[src/rtl/mem_arbiter.sv]
// Two-port arbiter sharing one single-port RAM between instruction fetch (imem) and data (dmem).
// dmem wins contested cycles until imem has lost STARVE_LIMIT times in a row.
module mem_arbiter #(
   parameter int STARVE_LIMIT = 4,
   parameter int ADDR_W       = 32
) (
   input  logic              clk_i,
   input  logic              reset_n_i,
   input  logic              imem_req_i,
   input  logic [ADDR_W-1:0] imem_addr_i,
   output logic              imem_gnt_o,
   output logic              imem_rvalid_o,
   output logic [31:0]       imem_rdata_o,
   input  logic              dmem_req_i,
   input  logic [ADDR_W-1:0] dmem_addr_i,
   input  logic [31:0]       dmem_wdata_i,
   input  logic [3:0]        dmem_wmask_i,
   output logic              dmem_gnt_o,
   output logic              dmem_rvalid_o,
   output logic [31:0]       dmem_rdata_o,
   output logic              mem_en_o,
   output logic [ADDR_W-1:0] mem_addr_o,
   output logic [3:0]        mem_wmask_o,
   output logic [31:0]       mem_wdata_o,
   input  logic [31:0]       mem_rdata_i
);

   localparam int               CNT_W   = $clog2(STARVE_LIMIT + 1);
   localparam logic [CNT_W-1:0] CNT_MAX = CNT_W'(STARVE_LIMIT);

   typedef enum logic [1:0] {
      RESP_NONE = 2'd0,
      RESP_IMEM = 2'd1,
      RESP_DMEM = 2'd2
   } resp_t;

   resp_t            resp_r;
   resp_t            resp_next;
   logic [CNT_W-1:0] starve_cnt;
   logic [CNT_W-1:0] starve_cnt_next;
   logic             contested;
   logic             imem_gnt;
   logic             dmem_gnt;

   // Grants are gated by reset so nothing reaches the RAM while reset is held.
   always_comb begin
      contested = imem_req_i & dmem_req_i;
      imem_gnt  = reset_n_i & imem_req_i & (~dmem_req_i | (starve_cnt == CNT_MAX));
      dmem_gnt  = reset_n_i & dmem_req_i & ~imem_gnt;
   end

   always_ff @(posedge clk_i or negedge reset_n_i) begin
      if (!reset_n_i) begin
         resp_r     <= RESP_NONE;
         starve_cnt <= '0;
      end else begin
         resp_r     <= resp_next;
         starve_cnt <= starve_cnt_next;
      end
   end

   always_comb begin
      starve_cnt_next = starve_cnt;
      if (imem_gnt || !imem_req_i) begin
         starve_cnt_next = '0;
      end else if (contested && (starve_cnt < CNT_MAX)) begin
         starve_cnt_next = starve_cnt + 1'b1;
      end

      // Writes complete on their grant cycle and never produce a response.
      resp_next = RESP_NONE;
      if (imem_gnt) begin
         resp_next = RESP_IMEM;
      end else if (dmem_gnt && (dmem_wmask_i == 4'b0000)) begin
         resp_next = RESP_DMEM;
      end
   end

   always_comb begin
      imem_gnt_o    = imem_gnt;
      dmem_gnt_o    = dmem_gnt;
      mem_en_o      = imem_gnt | dmem_gnt;
      mem_addr_o    = '0;
      mem_wmask_o   = 4'b0000;
      mem_wdata_o   = 32'h0;
      if (imem_gnt) begin
         mem_addr_o = imem_addr_i;
      end else if (dmem_gnt) begin
         mem_addr_o  = dmem_addr_i;
         mem_wmask_o = dmem_wmask_i;
         mem_wdata_o = dmem_wdata_i;
      end

      imem_rvalid_o = (resp_r == RESP_IMEM);
      dmem_rvalid_o = (resp_r == RESP_DMEM);
      imem_rdata_o  = imem_rvalid_o ? mem_rdata_i : 32'h0;
      dmem_rdata_o  = dmem_rvalid_o ? mem_rdata_i : 32'h0;
   end

endmodule

[config.mk]
export PLATFORM = sky130hd
export DESIGN_NAME = mem_arbiter
export DESIGN_NICKNAME = d
export VERILOG_FILES = /design/src/rtl/mem_arbiter.sv
export SDC_FILE = /design/constraint.sdc
export NUM_CORES = 1
export LEC_CHECK = 0
export ABC_AREA = 1
export ABC_CLOCK_PERIOD_IN_PS = 1800
export CAP_MARGIN = 10
export CORE_AREA = 2 2 105 107
export DETAILED_ROUTE_END_ITERATION = 10
export DIE_AREA = 0 0 107 109
export DONT_BUFFER_PORTS = 1
export GPL_ROUTABILITY_DRIVEN = 1
export PLACE_DENSITY = 0.3
export SYNTH_ARGS = -nofsm -noshare
export SYNTH_HDL_FRONTEND = slang
export SYNTH_SLANG_ARGS = --single-unit
export TNS_END_PERCENT = 1
[constraint.sdc]
create_clock -name clk_i -period 1.8 [get_ports clk_i]
set_input_delay 0.27 -clock clk_i [delete_from_list [all_inputs] [get_ports clk_i]]
set_output_delay 0.27 -clock clk_i [all_outputs]
set_load 0.01 [all_outputs]
After elaboration in Yosys (flattened, before gate mapping)
Index checks and enable logic that the tools add are counted.
{"block": "word_totals", "register_bits": 5, "inputBits": 136, "output_inout_bits": 137, "wordCells": 34}
{"block": "classes", "n_addsub": 1, "n_lt_le_gt_ge": 1, "eq_ne": 3, "mux": 12, "bitwise": 9, "reduce_logical": 6}
{"operator": "2-to-1 mux 32 bit", "n": 6}
{"operator": "2-to-1 mux 4 bit", "n": 2}
{"operator": "2-to-1 mux 3 bit", "n": 2}
{"operator": "bitwise AND 1 bit", "n": 5}
{"operator": "zero test 4 bit", "n": 1}
{"operator": "2-to-1 mux 2 bit", "n": 2}
{"operator": "adder 3 x 1 -> 3 bit, second input constant", "n": 1}
{"operator": "equality test 3 bit, second input constant", "n": 1}
{"operator": "< comparator 3 bit, second input constant", "n": 1}
{"operator": "equality test 2 x 1 -> 1 bit, second input constant", "n": 1}
{"operator": "equality test 2 bit, second input constant", "n": 1}
{"operator": "logical AND 1 bit", "n": 2}
{"operator": "inverter 1 bit", "n": 2}
{"operator": "bitwise OR 1 bit", "n": 2}
{"operator": "nonzero test 2 bit", "n": 1}
{"operator": "zero test 1 bit", "n": 1}
{"operator": "logical OR 1 bit", "n": 1}

Longest topological paths before layout
Gate-level depths: netlist of run 1.
{"block": "depth", "word_depth": 8, "depth_mapped": 9, "ltp_nobuf": 7}

Worst setup path after synthesis of run 1
Ideal clock, no wire load.
{"block": "synth_path", "kind": "register to output", "from": "register starve_cnt[0]", "to": "output port mem_wdata_o[12]", "arrival_time_ns": 1.345, "setup_slack_ns": 0.185, "path_stages_with_launch": 10, "n_path_buf": 2, "cell_sequence": "dfrtp_1 > inv_1 > ha_1 > nand2_1 > nand2_1 > nand2_2 > nand2_1 > buf_2 > buf_6 > nor2_1"}
{"block": "synth_between", "elab_chain_len": 7}
{"item": "start, declared", "line": "39", "rtl": "logic [CNT_W-1:0] starve_cnt;"}
{"item": "start signal, assigned", "line": "58", "rtl": "starve_cnt <= starve_cnt_next;"}
{"item": "equality test 3 bit (*)", "line": "48", "rtl": "imem_gnt = reset_n_i & imem_req_i & (~dmem_req_i | (starve_cnt == CNT_MAX));"}
{"item": "bitwise OR 1 bit (*)", "line": "48"}
{"item": "bitwise AND 1 bit (*)", "line": "48"}
{"item": "inverter 1 bit", "line": "49", "rtl": "dmem_gnt = reset_n_i & dmem_req_i & ~imem_gnt;"}
{"item": "bitwise AND 1 bit", "line": "49"}
{"item": "2-to-1 mux 32 bit", "line": "88", "rtl": "end else if (dmem_gnt) begin"}
{"item": "2-to-1 mux 32 bit (*)", "line": "86", "rtl": "if (imem_gnt) begin"}
{"item": "end, declared", "line": "24", "rtl": "output logic [31:0] mem_wdata_o,"}
Mark *: on every way between the ends. The rest lies on a longest branch, timed or not.

Final worst setup path of run 1
{"block": "layout_path", "from": "register starve_cnt[0]", "to": "output port mem_wmask_o[1]"}
{"block": "layout_between", "elab_chain_len": 7}
{"item": "equality test 3 bit (*)", "line": "48"}
{"item": "bitwise OR 1 bit (*)", "line": "48"}
{"item": "bitwise AND 1 bit (*)", "line": "48"}
{"item": "inverter 1 bit", "line": "49"}
{"item": "bitwise AND 1 bit", "line": "49"}
{"item": "2-to-1 mux 4 bit", "line": "88"}
{"item": "2-to-1 mux 4 bit (*)", "line": "86"}
{"item": "end, declared", "line": "23", "rtl": "output logic [3:0] mem_wmask_o,"}
Marks and branches as above.

==> flow_metrics.tcl, run 1 <==
set metrics [dict create \
    io_buffers 0 \
    syn_nets 462 \
    hpwlAfterDp_um 5010 \
    synth-main-ff-cell "dfrtp_1" \
    clock_sinks 5 \
    min_period_ps 1800 \
    min-delay-path-class "in -> reg" \
    num_rows 38 \
    final_cells 513 \
    finalNetCount 512 \
    worstSetupEndpointType "output port" \
    placed_area_um2 1950 \
    critPathMaxStageDelay_ps 370 \
    crit_buf_inv 3 \
    p_seq_share_pct 16.5 \
    grt_max_degree 39 \
    fp.dieW_um 107 \
    fin_crit_sh_pct 100 \
    slew_violations 0 \
    r2r_end "starve_cnt[1]$_DFFE_PN0P_" \
    grt.overflow.total 0 \
    first_pass_iters 4 \
    syn_inst 324 \
    clock_latency_ps 220 \
    synth_cell_types 13 \
    violations "setup timing" \
    synth_seq_cells 5 \
    netlist_area_um2 1410 \
    cp_top_family "simple AND/OR/NAND/NOR gates" \
    min_to "resp_r[0]$_DFF_PN0_" \
    antenna_found_initial 0 \
    worst_pin_slew_ps 317 \
    multi_input_area_um2 1100 \
    r2r_start "starve_cnt[0]$_DFFE_PN0P_" \
    clk_pin_slew_ps 40 \
    root_buffer "clkbuf_8" \
    final-seq-area_um2 125 \
    cts_tree "done" \
    path_common_cell "nand2_4" \
    yosysWarnings 0 \
    cp_data_required_time_ps 1530 \
    worstPathArrival_ps 1530 \
    track_usage_pct 8.12 \
    holdCritStartpoint "dmem_req_i" \
    post_cts_buffers 0 \
    hold_depth 1 \
    slowest_stage "dfrtp_1" \
    drt-wirelength-per-cell_um 12.1 \
    worstPathCellList "inv_2 > ha_4 > nand2_4 > nand2_4 > nand2_4 > nand2_8 > clkbuf_16 > nor2_2 > buf_4" \
    htree_levels 1 \
    drtIter0Drc 45 \
    worstSetupPathType "reg -> out" \
    synth_top_area_cell "nor2_1" \
    ys_top_cells_by_area "nor2_1 28%, inv_1 20%, nand2_1 20%, nand3_1 12%, dfrtp_1 8.9%" \
    cts_buffers 3 \
    rsz0062_at_grt "true" \
    maxCapViolations 0 \
    switching_share_pct 41.8 \
    status "finished with violations" \
    p_comb_share_pct 55.4 \
    die_area_um2 11700 \
    ios 273 \
    area_delta_synth_final_pct 66.5 \
    cp_max_fo 7 \
    timing.fmax_mhz 554 \
    drive_gt1_share_pct 29.8 \
    postRouteAntennaNets 0 \
    fill_cells 1196 \
    async_reset_ff_share_pct 100 \
    fin_util_pct 22.2 \
    grt_pass1_vias 1643 \
    grt_pass1_wl_um 7500 \
    setup_viol 1 \
    slew_headroom_pct 78.9 \
    start_util_pct 13.3 \
    finalHoldViolations 0 \
    viasPerCell 4.09 \
    vias 2099 \
    die_h_um 109 \
    synth_seq_area_share_pct 8.87 \
    synth_common_cells "105 x nor2_1, 77 x inv_1, 77 x nand2_1" \
    drc_errors 0 \
    synth_edf_count 0 \
    cts_buffer_depth 2 \
    powerDensity_nw_per_um2 313 \
    postLayoutCellArea_um2 2350 \
    core_um2 10600 \
    switchingPower_uw 307 \
    place_ws_ps 194 \
    diodes 0 \
    synth_top_area_share_pct 27.9 \
    dp.cells 502 \
    finClkSkew_ps 1.34 \
    pwr-share-clk_pct 28.1 \
    p_int_uw 428 \
    syn-mean-instance-area_um2 4.36 \
    critPathLaunchType "flip-flop" \
    reg2reg_slack_ps 490 \
    p_leak_uw 0.00144 \
    ir_drop_v 0.000266 \
    gp_congestion 0.740 \
    setup_ws_ps -3.80 \
    synth.most_common_cell "nor2_1" \
    drt-total-wl_um 6230 \
    r2r_cells 8 \
]
layout make-up:
type | instances | share of cell area (%)
well taps | 140 | 7.45
repair buffers | 64 | 26.1
multi-input cells | 222 | 46.8
clock buffers | 4 | 1.92
inverters | 78 | 12.5
flip-flops and latches | 5 | 5.32
worst max path at each step:
| stage | to | from | slack [ps] | depth (start not counted) |
|---|---|---|---|---|
| CTS | mem_addr_o[22] | starve_cnt[0]$_DFFE_PN0P_ | -50 | 7 |
| finish | mem_wmask_o[1] | starve_cnt[0]$_DFFE_PN0P_ | -4 | 9 |
| floorplan | mem_wdata_o[12] | starve_cnt[0]$_DFFE_PN0P_ | 190 | 9 |
| global placement | mem_addr_o[22] | starve_cnt[0]$_DFFE_PN0P_ | 210 | 7 |
| global route | mem_wdata_o[30] | starve_cnt[0]$_DFFE_PN0P_ | -80 | 9 |
| detailed placement | mem_addr_o[22] | starve_cnt[0]$_DFFE_PN0P_ | 190 | 7 |
registers in the layout, indices dropped and copies added, names as in the netlist:
name and count:
starve_cnt 3, resp_r 2
routing by layer:
metal | GRT usage, % | up-vias | wire length [µm]
met5 | 0 | - | 0
met4 | 2.23 | 0 | 90
met3 | 1.79 | 8 | 519
met2 | 18.2 | 150 | 3530
met1 | 6.86 | 925 | 2090
li1 | - | 1016 | -
power groups by stage:
stage	Sequential (µW)	Combinational [µW]	Clock (µW)
after floorplan	121	223	0
after global placement	122	321	0
after detailed placement	122	323	0
after CTS	121	329	213
after global routing	122	449	226
final	121	407	207
kinds of logic (layout without fill, tap and decap cells):
kind of cell / after synthesis / in the layout / synth area share, %
flops: 5 / 5 / 8.87
compound gates: 2 / 2 / 0.709
fa+ha+maj: 2 / 2 / 1.77
buf+inv: 97 / 146 / 27.3
simple gates: 218 / 218 / 61.3
stage by stage:
| step | TNS, ps | power [µW] | hold WS [ps] |
|---|---|---|---|
| floorplan | 0 | 344 | -25.6 |
| global placement | 0 | 443 | -24.8 |
| detailed placement | 0 | 445 | -24.7 |
| CTS | -674 | 663 | 174 |
| global route | -2730 | 797 | 155 |
| finish | -3.80 | 735 | 161 |
layout by cell type (no fill, tap or decap):
master         instances
a21oi_1                1
a21oi_4                1
buf_12                 2
buf_4                 44
buf_6                 14
clkbuf_1               1
clkbuf_16              3
clkbuf_8               3
dfrtp_1                5
dlygate4sd3_1          1
ha_1                   1
ha_4                   1
inv_1                 76
inv_2                  2
nand2_1               66
nand2_2                8
nand2_4                3
nand2_8                1
nand3_1               34
nand4_1                1
nor2_1                76
nor2_2                20
nor2_4                 9
what timing repair did:
item / 4_1_cts / 5_1_grt
resized for setup: 1 / 68
cloned: 0 / 6
pin swaps: 0 / 7
hold endpoints to repair: 5 / 0
hold buffers: 1 / 0
endpoints found under the setup margin: 51 / 69
Note: power is estimated with default switching activity, not from simulation.
==> run 2: changes to the inputs <==
- GPL_ROUTABILITY_DRIVEN: 1 -> unset
- REMOVE_ABC_BUFFERS: unset -> 1
==> run 2 against run 1 <==
  * The flow still finishes with violations (setup timing)
  * Hold slack gained 56 ps
  * Global-route usage grew 2.5 points
  * Non-clock buffer count grew 16
  * Clock skew is essentially flat
  * Via count grew 6.4%
  * Sequential power is essentially flat
  * Register-to-register slack lost 170 ps
  * Power grew 12%
  * Design area grew 15%
  * Cell count grew 3.3%
  * Die area is the same
  * Setup slack lost 89 ps
  * Critical endpoint is now mem_addr_o[22]
  * Largest power group unchanged
==> flow_metrics.tcl, run 2 (same netlist as run 1, synthesis figures left out) <==
set metrics [dict create \
    status "finished with violations" \
    violations "setup timing" \
    ios 273 \
    die_h_um 109 \
    r2r_cells 10 \
    final_cells 530 \
    slowest_stage "dfrtp_1" \
    ir_drop_v 0.000145 \
    worstPathArrival_ps 1620 \
    min_period_ps 1890 \
    p_seq_share_pct 14.7 \
    fin_tns_setup_ps -4050 \
    place_ws_ps -62.5 \
    area_delta_synth_final_pct 92.2 \
    timing.fmax_mhz 528 \
    die_area_um2 11700 \
    clock_sinks 5 \
    p_int_uw 476 \
    fp.dieW_um 107 \
    p_leak_uw 0.00155 \
    start_util_pct 13.3 \
    r2r_start "starve_cnt[0]$_DFFE_PN0P_" \
    rsz0062_at_grt "true" \
    p_comb_share_pct 59.8 \
    cp_data_required_time_ps 1530 \
    wl_met3_um 755 \
    grt_max_degree 33 \
    m1WireLength_um 2430 \
    startpoint "starve_cnt[0]$_DFFE_PN0P_" \
    worstSetupEndpointType "output port" \
    io_buffers 0 \
    drt-total-wl_um 7630 \
    critPathMaxStageDelay_ps 380 \
    drt-wirelength-per-cell_um 14.4 \
    switchingPower_uw 345 \
    top_register "starve_cnt" \
    grt.overflow.total 0 \
    final_cell_mix "74 x inv_1, 71 x nor2_1, 51 x buf_4" \
    gp_congestion 0.733 \
    fin_crit_sh_pct 105 \
    clk_pin_slew_ps 40 \
    critPathCapture "mem_addr_o[22]" \
    drc_errors 0 \
    core_um2 10600 \
    worstSetupPathType "reg -> out" \
    cp_max_fo 8 \
    antenna_found_initial 4 \
    drive_gt1_share_pct 44.2 \
    clock_latency_ps 220 \
    dp.cells 506 \
    cts_buffer_depth 2 \
    num_rows 38 \
    topRoutingLayerUsed "met5" \
    fill_cells 1165 \
    vias 2233 \
    routed-wl-met2_um 4260 \
    setup_ws_ps -92.6 \
    postRouteAntennaNets 0 \
    slew_violations 0 \
    maxCapViolations 0 \
    finalHoldViolations 0 \
    cts_buffers 3 \
    root_buffer "clkbuf_8" \
    track_usage_pct 10.7 \
    finalNetCount 528 \
    drtIter0Drc 63 \
    placed_area_um2 1990 \
    pwr-share-clk_pct 25.5 \
    grt_pass1_wl_um 9450 \
    hpwlAfterDp_um 5470 \
    r2r_end "starve_cnt[1]$_DFFE_PN0P_" \
    largest_register_ffs 3 \
    powerDensity_nw_per_um2 303 \
    critPathLaunchType "flip-flop" \
    postLayoutCellArea_um2 2710 \
    grt_pass1_vias 1907 \
    htree_levels 1 \
    worst_pin_slew_ps 456 \
    viasPerCell 4.21 \
    slew_headroom_pct 69.5 \
    first_pass_iters 4 \
    min-delay-path-class "in -> reg" \
    cts_tree "done" \
    top_regs "starve_cnt (3), resp_r (2)" \
    switching_share_pct 42.0 \
    worstPathCellList "inv_2 > ha_4 > nand2_4 > buf_4 > a21oi_4 > buf_6 > clkbuf_16 > nand2_1 > nand2_2" \
    setup_viol 68 \
    finClkSkew_ps 1.33 \
    reg2reg_slack_ps 320 \
    layout_commonest_cell "inv_1" \
]
run 2: cell types whose count changed in the layout (fill, tap and decap cells not counted), moves of 3 or more:
cell and change:
nand2_1 -33, nand2_2 +35, nor2_1 -5, nand3_1 -4
buf_16 +5, nor2_4 +3, buf_6 +3, nand3_2 +4
buf_4 +7
run 2: final cells by class:
class / count / area (µm²) / share of cell area [%]
diodes: 1 / 2.50 / 0.0923
clock buffers: 3 / 41.3 / 1.52
clock inverters: 1 / 5.00 / 0.185
inverters: 78 / 293 / 10.8
multi-input cells: 222 / 1220 / 44.9
flip-flops and latches: 5 / 125 / 4.61
well taps: 140 / 175 / 6.46
repair buffers: 80 / 852 / 31.4
run 2: what timing repair did:
action | CTS | global route
setup endpoints to repair | 69 | 70
resized for setup | 77 | 49
hold endpoints to repair | 5 | 0
setup buffers | 8 | 2
hold buffers | 1 | 0
pin swaps | 13 | 20
gates cloned | 6 | 2
run 2: how the worst min path moves through the flow:
stage,endpoint,depth (start not counted),from,slack [ps]
floorplan,resp_r[0]$_DFF_PN0_,0,reset_n_i,-30
global placement,starve_cnt[1]$_DFFE_PN0P_,0,reset_n_i,-30
detailed placement,starve_cnt[1]$_DFFE_PN0P_,0,reset_n_i,-30
CTS,starve_cnt[2]$_DFFE_PN0P_,2,dmem_req_i,220
global route,starve_cnt[0]$_DFFE_PN0P_,2,imem_req_i,230
finish,starve_cnt[2]$_DFFE_PN0P_,2,dmem_req_i,220
run 2: per-layer routing:
metal / up-vias / track usage, %
met1: 998 / 8.88
met3: 14 / 2.87
li1: 1051 / -
met2: 164 / 23.3
met5: - / 0
met4: 6 / 3.80
run 2: critical path: cells and delay by family (launching register included):
family / cells / cell delay [ps]
compound gates: 1 / 140
fa+ha+maj: 1 / 140
buf+inv: 4 / 540
flops: 1 / 380
simple gates: 3 / 200
run 2: through the flow:
step | utilization [%] | power [µW] | hold WS, ps
6_report | 25.6 | 821 | 217
5_1_grt | 25.6 | 880 | 231
4_1_cts | 23.5 | 785 | 218
3_5_place_dp | 18.8 | 455 | -25.4
3_3_place_gp | 18.8 | 454 | -25.4
2_1_floorplan | - | 331 | -25.6
run 2: power groups by stage:
stage | sequential (µW) | clock [µW] | combinational, µW
floorplan | 121 | 0 | 210
global placement | 121 | 0 | 333
detailed placement | 121 | 0 | 334
CTS | 120 | 216 | 449
global route | 121 | 224 | 535
finish | 121 | 210 | 491
